## src/rtl/matmul_tile_scheduler.sv

```systemverilog
// Walks the output tiles of C = A*B for a 4x4 systolic engine: clears PE accumulators
// per output tile, then launches the engine once per inner index k with tile addresses.
module matmul_tile_scheduler #(
  parameter int AWIDTH         = 10,
  parameter int STRIDE_WIDTH   = 8,
  parameter int MAX_TILES_LOG2 = 3,
  parameter int PE_CLR_CYCLES  = 2,
  parameter int GAP_CYCLES     = 1,
  parameter int TIMEOUT        = 1023
) (
  input  logic                      clk,
  input  logic                      reset,
  input  logic                      cfg_start,
  input  logic                      cfg_abort,
  input  logic [MAX_TILES_LOG2:0]   cfg_num_tiles,
  input  logic [AWIDTH-1:0]         cfg_base_a,
  input  logic [AWIDTH-1:0]         cfg_base_b,
  input  logic [AWIDTH-1:0]         cfg_base_c,
  output logic                      busy,
  output logic                      done,
  output logic                      error,
  output logic                      mm_start,
  input  logic                      mm_done,
  output logic                      mm_pe_reset,
  output logic [AWIDTH-1:0]         mm_addr_a,
  output logic [AWIDTH-1:0]         mm_addr_b,
  output logic [AWIDTH-1:0]         mm_addr_c,
  output logic [STRIDE_WIDTH-1:0]   mm_stride_a,
  output logic [STRIDE_WIDTH-1:0]   mm_stride_b,
  output logic [STRIDE_WIDTH-1:0]   mm_stride_c,
  output logic [MAX_TILES_LOG2-1:0] tile_i,
  output logic [MAX_TILES_LOG2-1:0] tile_j,
  output logic [MAX_TILES_LOG2-1:0] tile_k
);

  localparam int NW = MAX_TILES_LOG2 + 1;
  localparam int IW = MAX_TILES_LOG2;
  localparam int CNT_MAX = (TIMEOUT > PE_CLR_CYCLES) ?
                           ((TIMEOUT > GAP_CYCLES) ? TIMEOUT : GAP_CYCLES) :
                           ((PE_CLR_CYCLES > GAP_CYCLES) ? PE_CLR_CYCLES : GAP_CYCLES);
  localparam int CW = $clog2(CNT_MAX + 1);
  localparam logic [CW-1:0] PE_LAST  = CW'(PE_CLR_CYCLES - 1);
  localparam logic [CW-1:0] GAP_LAST = CW'(GAP_CYCLES - 1);
  localparam logic [CW-1:0] TO_LAST  = CW'(TIMEOUT - 1);
  localparam logic [NW-1:0] N_MAX    = NW'(2 ** MAX_TILES_LOG2);

  typedef enum logic [2:0] {IDLE, PE_CLR, LAUNCH, WAIT, RELEASE, FINISH} state_t;

  state_t          state_reg, state_next;
  logic [CW-1:0]   cnt_reg, cnt_next;
  logic [IW-1:0]   i_reg, j_reg, k_reg, i_next, j_next, k_next;
  logic [NW-1:0]   n_reg, n_next;
  logic [AWIDTH-1:0] base_reg [3];
  logic [AWIDTH-1:0] base_next [3];
  logic [AWIDTH-1:0] addr_reg [3];
  logic            busy_reg, busy_next, done_reg, done_next, error_reg, error_next;
  logic            cfg_valid, i_last, j_last, k_last, load_addr;

  assign cfg_valid = (cfg_num_tiles != '0) && (cfg_num_tiles <= N_MAX);
  assign i_last    = ({1'b0, i_reg} == n_reg - NW'(1));
  assign j_last    = ({1'b0, j_reg} == n_reg - NW'(1));
  assign k_last    = ({1'b0, k_reg} == n_reg - NW'(1));

  always_comb begin
    state_next  = state_reg;
    i_next      = i_reg;
    j_next      = j_reg;
    k_next      = k_reg;
    n_next      = n_reg;
    base_next   = base_reg;
    busy_next   = busy_reg;
    done_next   = done_reg;
    error_next  = error_reg;
    mm_start    = 1'b0;
    mm_pe_reset = 1'b0;
    case (state_reg)
      IDLE: begin
        if (cfg_start) begin
          done_next    = 1'b0;
          error_next   = 1'b0;
          i_next       = '0;
          j_next       = '0;
          k_next       = '0;
          n_next       = cfg_num_tiles;
          base_next[0] = cfg_base_a;
          base_next[1] = cfg_base_b;
          base_next[2] = cfg_base_c;
          if (cfg_valid) begin
            busy_next  = 1'b1;
            state_next = PE_CLR;
          end else begin
            error_next = 1'b1;
            busy_next  = 1'b0;
          end
        end
      end
      PE_CLR: begin
        mm_pe_reset = 1'b1;
        if (cnt_reg == PE_LAST) state_next = LAUNCH;
      end
      LAUNCH: state_next = WAIT;
      WAIT: begin
        mm_start = 1'b1;
        if (mm_done) begin
          state_next = RELEASE;
        end else if (cnt_reg == TO_LAST) begin
          error_next = 1'b1;
          busy_next  = 1'b0;
          state_next = IDLE;
        end
      end
      RELEASE: begin
        if (cnt_reg == GAP_LAST) begin
          if (!k_last) begin
            k_next     = k_reg + IW'(1);
            state_next = LAUNCH;
          end else begin
            k_next = '0;
            if (!j_last) begin
              j_next     = j_reg + IW'(1);
              state_next = PE_CLR;
            end else begin
              j_next = '0;
              if (!i_last) begin
                i_next     = i_reg + IW'(1);
                state_next = PE_CLR;
              end else begin
                // Completion is flagged on entry to FINISH so it is visible there.
                i_next     = '0;
                done_next  = 1'b1;
                busy_next  = 1'b0;
                state_next = FINISH;
              end
            end
          end
        end
      end
      FINISH:  state_next = IDLE;
      default: state_next = IDLE;
    endcase
    // Abort discards anything decided above except leaving the job.
    if (cfg_abort) begin
      state_next = IDLE;
      i_next     = i_reg;
      j_next     = j_reg;
      k_next     = k_reg;
      n_next     = n_reg;
      base_next  = base_reg;
      busy_next  = 1'b0;
      done_next  = done_reg;
      error_next = error_reg;
    end
  end

  assign cnt_next  = (state_next == state_reg) ? cnt_reg + CW'(1) : '0;
  assign load_addr = (state_next == LAUNCH) && (state_reg != LAUNCH);

  always_ff @(posedge clk) begin
    if (reset) begin
      state_reg <= IDLE;
      cnt_reg   <= '0;
      i_reg     <= '0;
      j_reg     <= '0;
      k_reg     <= '0;
      n_reg     <= '0;
      busy_reg  <= 1'b0;
      done_reg  <= 1'b0;
      error_reg <= 1'b0;
    end else begin
      state_reg <= state_next;
      cnt_reg   <= cnt_next;
      i_reg     <= i_next;
      j_reg     <= j_next;
      k_reg     <= k_next;
      n_reg     <= n_next;
      busy_reg  <= busy_next;
      done_reg  <= done_next;
      error_reg <= error_next;
    end
  end

  // Channel 0 = A (row i, col k), 1 = B (row k, col j), 2 = C (row i, col j).
  generate
    for (genvar gi = 0; gi < 3; gi++) begin : g_addr
      logic [IW-1:0]     row, col;
      logic [AWIDTH-1:0] addr_next;
      assign row       = (gi == 1) ? k_next : i_next;
      assign col       = (gi == 0) ? k_next : j_next;
      assign addr_next = base_reg[gi] + ((AWIDTH'(row) * AWIDTH'(n_reg) + AWIDTH'(col)) << 2);
      always_ff @(posedge clk) begin
        if (reset) begin
          base_reg[gi] <= '0;
          addr_reg[gi] <= '0;
        end else begin
          base_reg[gi] <= base_next[gi];
          if (load_addr) addr_reg[gi] <= addr_next;
        end
      end
    end
  endgenerate

  assign busy        = busy_reg;
  assign done        = done_reg;
  assign error       = error_reg;
  assign mm_addr_a   = addr_reg[0];
  assign mm_addr_b   = addr_reg[1];
  assign mm_addr_c   = addr_reg[2];
  assign mm_stride_a = STRIDE_WIDTH'(1);
  assign mm_stride_b = STRIDE_WIDTH'(1);
  assign mm_stride_c = STRIDE_WIDTH'(1);
  assign tile_i      = i_reg;
  assign tile_j      = j_reg;
  assign tile_k      = k_reg;

endmodule

```

## config.mk

```make
export PLATFORM = sky130hd
export DESIGN_NAME = matmul_tile_scheduler
export DESIGN_NICKNAME = d
export VERILOG_FILES = /design/src/rtl/matmul_tile_scheduler.sv
export SDC_FILE = /design/constraint.sdc
export NUM_CORES = 1
export LEC_CHECK = 0
export CAP_MARGIN = 40
export CORE_ASPECT_RATIO = 1.25
export CORE_MARGIN = 1.5
export CORE_UTILIZATION = 40
export CTS_CLUSTER_SIZE = 10
export DETAILED_ROUTE_END_ITERATION = 7
export PLACE_DENSITY = 0.76
export SLEW_MARGIN = 20
export SYNTH_ARGS = -nofsm -noshare
export SYNTH_HDL_FRONTEND = slang
export SYNTH_SLANG_ARGS = --single-unit
```

## constraint.sdc

```tcl
create_clock -name clk -period 5.5 [get_ports clk]
set_input_delay 1.1 -clock clk [delete_from_list [all_inputs] [get_ports clk]]
set_output_delay 1.1 -clock clk [all_outputs]
set_load 0.02 [all_outputs]
```

==> run_results.csv <==
group,metric,value,unit
synthesis,ys_async_sr_fraction,0,
power_and_ir_drop,p_per_area,204,nW/um2
synthesis,synth_seq_area_share,0.340,
die,pin_count,107,
sta,slew_headroom,0.484,
setup_path,cp-end-kind,"flop",
synthesis,netlist_area,6120,um2
die,coreArea,15000,um2
sta,skew,0.00578,ns
cts,clock_sinks,89,
synthesis,yosysWarnings,0,
sta,rsz0062_at_grt,"no",
status,status,"finished, final reports clean",
layout,drive_above_1_share,0.177,
min_path,min-delay-path-class,"reg -> reg",
detailed_routing,wire_per_inst,15.0,um
synthesis,synth_commonest_cells,"nand2_1, a21oi_1, dfxtp_1, ha_1, nor2_1",
detailed_routing,viasPerCell,5.23,
sta,min_period_over_period,0.962,
die,initial_core_util,0.409,
detailed_routing,wl,15000,um
layout,multi_input_area,3890,um2
power_and_ir_drop,power,1.64,mW
die,rows,50,
synthesis,ys_top_cells_by_area,"dfxtp_1, edfxtp_1, ha_1, nand2_1, a21oi_1",
setup_path,cp.arrival,5.39,ns
global_routing,antenna_found_initial,0,
synthesis,synth_flop_cell,"dfxtp_1",
layout,n_fill_cell,1315,
synthesis,synth-edff-count,30,
sta,finalCriticalPeriod,5.29,ns
layout,seq_area,2080,um2
sta,clock.fmax,189,MHz
detailed_routing,vias,5209,
layout,antenna_cells,0,
synthesis,synth_cell_type_count,72,
setup_path,required,5.60,ns
placement,gp_congestion,0.881,
sta,worst_pin_slew,0.774,ns
job,max_cap_violations,0,
cts,clk_latency,0.34,ns
global_routing,grt_pass1_vias,5058,
synthesis,synth_area_leader_cell,"dfxtp_1",
global_routing,track_usage,0.191,
synthesis,syn_avg_cell_area,9.18,um2
cts,cts_buffers,9,
cts,path_clk_slew,0.06,ns
sta,finalHoldViolCount,0,
synthesis,ys_seq_elements,89,
cts,htreeDepth,3,
global_routing,grt_pass1_wl,24400,um
setup_path,path_max_fanout,11,
power_and_ir_drop,irDropWorstVdd,0.000154,V
setup_path,path_class,"reg -> reg",
detailed_routing,drc,0,
power_and_ir_drop,p_leak,3.59,nW
sta,drv_slew,0,
placement,port_buffers,82,
die,die_h,141,um
synthesis,syn_inst,666,
detailed_routing,firstDrtPassIters,4,
global_routing,grt_overflow,0,
die,chipWidth,114,um
layout,final_core_util,0.537,
global_routing,grt_max_degree,41,
synthesis,synth_top_cell_area_share,0.193,
cts,clockRootBuffer,"clkbuf_16",
detailed_routing,drtIter0Drc,194,
layout,nets,913,
cts,cts_tree,"built",
sta,finalSetupViolCount,0,
layout,areaGrowthSynthToFinish,31.4,%
cts,hold_buffers,0,
sta,fin_ws,0.211,ns
placement,hpwl,11100,um
cts,clockBufferDepth,2,
placement,post-place-ws,-0.292,ns
synthesis,yosysMostFrequentCell,"nand2_1",
die,dieArea,16000,um2
detailed_routing,ant_nets,0,
setup_path,startpoint_type,"flop",
metal layers:
metal,track usage,wire (um)
met2,0.323,7410
met4,0.0743,323
met3,0.0426,800
met5,0,0
met1,0.236,6450
critical path, stage by stage (launching register included):
cell      delay (ns)
dfxtp_2         0.33
buf_6           0.15
o21a_2          0.26
or4_4           0.50
a221oi_4        0.40
nor4_4          0.08
buf_4           0.16
a221oi_4        0.31
nand2b_4        0.19
fa_1            0.41
inv_1           0.07
ha_2            0.20
fa_2            0.50
buf_4           0.17
xnor2_2         0.13
ha_1            0.33
nand2_1         0.08
o21ai_1         0.09
o41ai_2         0.30
xnor3_1         0.24
and2_1          0.16
placed cells by master, fill, tap and decap left out, drive strengths merged, types with 9 or more instances in the layout:
cell	n
conb	24
inv	29
clkbuf	14
o21ai	9
nor2	48
nor3	14
a21o	16
fa	12
xor2	22
a21oi	60
nand2	103
dfxtp	59
ha	53
xnor2	26
edfxtp	30
nor4	15
and2	28
clkdlybuf4s50	80
buf	75
stage by stage:
stage	cells	hold WS (ns)	cell area [um2]	setup TNS (ns)
5_1_grt	996	0.464	8040	0
3_5_place_dp	970	0.443	7480	-1.36
2_1_floorplan	688	0.432	6260	0
3_3_place_gp	970	0.437	7480	-1.00
6_report	996	0.449	8040	0
4_1_cts	986	0.451	7820	0
path summary, 6_finish.rpt:
check | start | end | slack, ns | depth (start not counted)
max | n_reg[0] | addr_reg[0][9] | 0.21 | 20
min | base_reg[20] | base_reg[20] | 0.45 | 2
max reg2reg | n_reg[0] | addr_reg[0][9] | 0.21 | 20
min reg2reg | base_reg[20] | base_reg[20] | 0.45 | 2
kinds of logic (layout without fill, tap and decap cells):
group,after synthesis,in the layout,synth area share
compound gates,137,137,0.162
xor+xnor,51,51,0.0798
fa+ha+maj,65,65,0.148
buf+inv,75,201,0.0677
flops,89,89,0.340
mux,2,2,0.00348
other cells,2,24,0.00123
simple gates,245,245,0.198
final cells by class:
class,count,area share
clock inverters,2,0.00747
clock buffers,14,0.0343
repair buffers,156,0.173
multi-input cells,524,0.484
well taps,182,0.0283
inverters,29,0.0135
flip-flops and latches,89,0.259
what timing repair did:
item	CTS	global route
resized for setup	0	35
hold endpoints to repair	0	0
setup buffers	0	9
endpoints found under the setup margin	0	9
power breakdown:
part / switching [mW] / internal (mW)
clock: 0.247 / 0.439
combinational: 0.129 / 0.104
sequential: 0.0145 / 0.704
total: 0.390 / 1.25
Note: power is estimated with default switching activity, not from simulation.
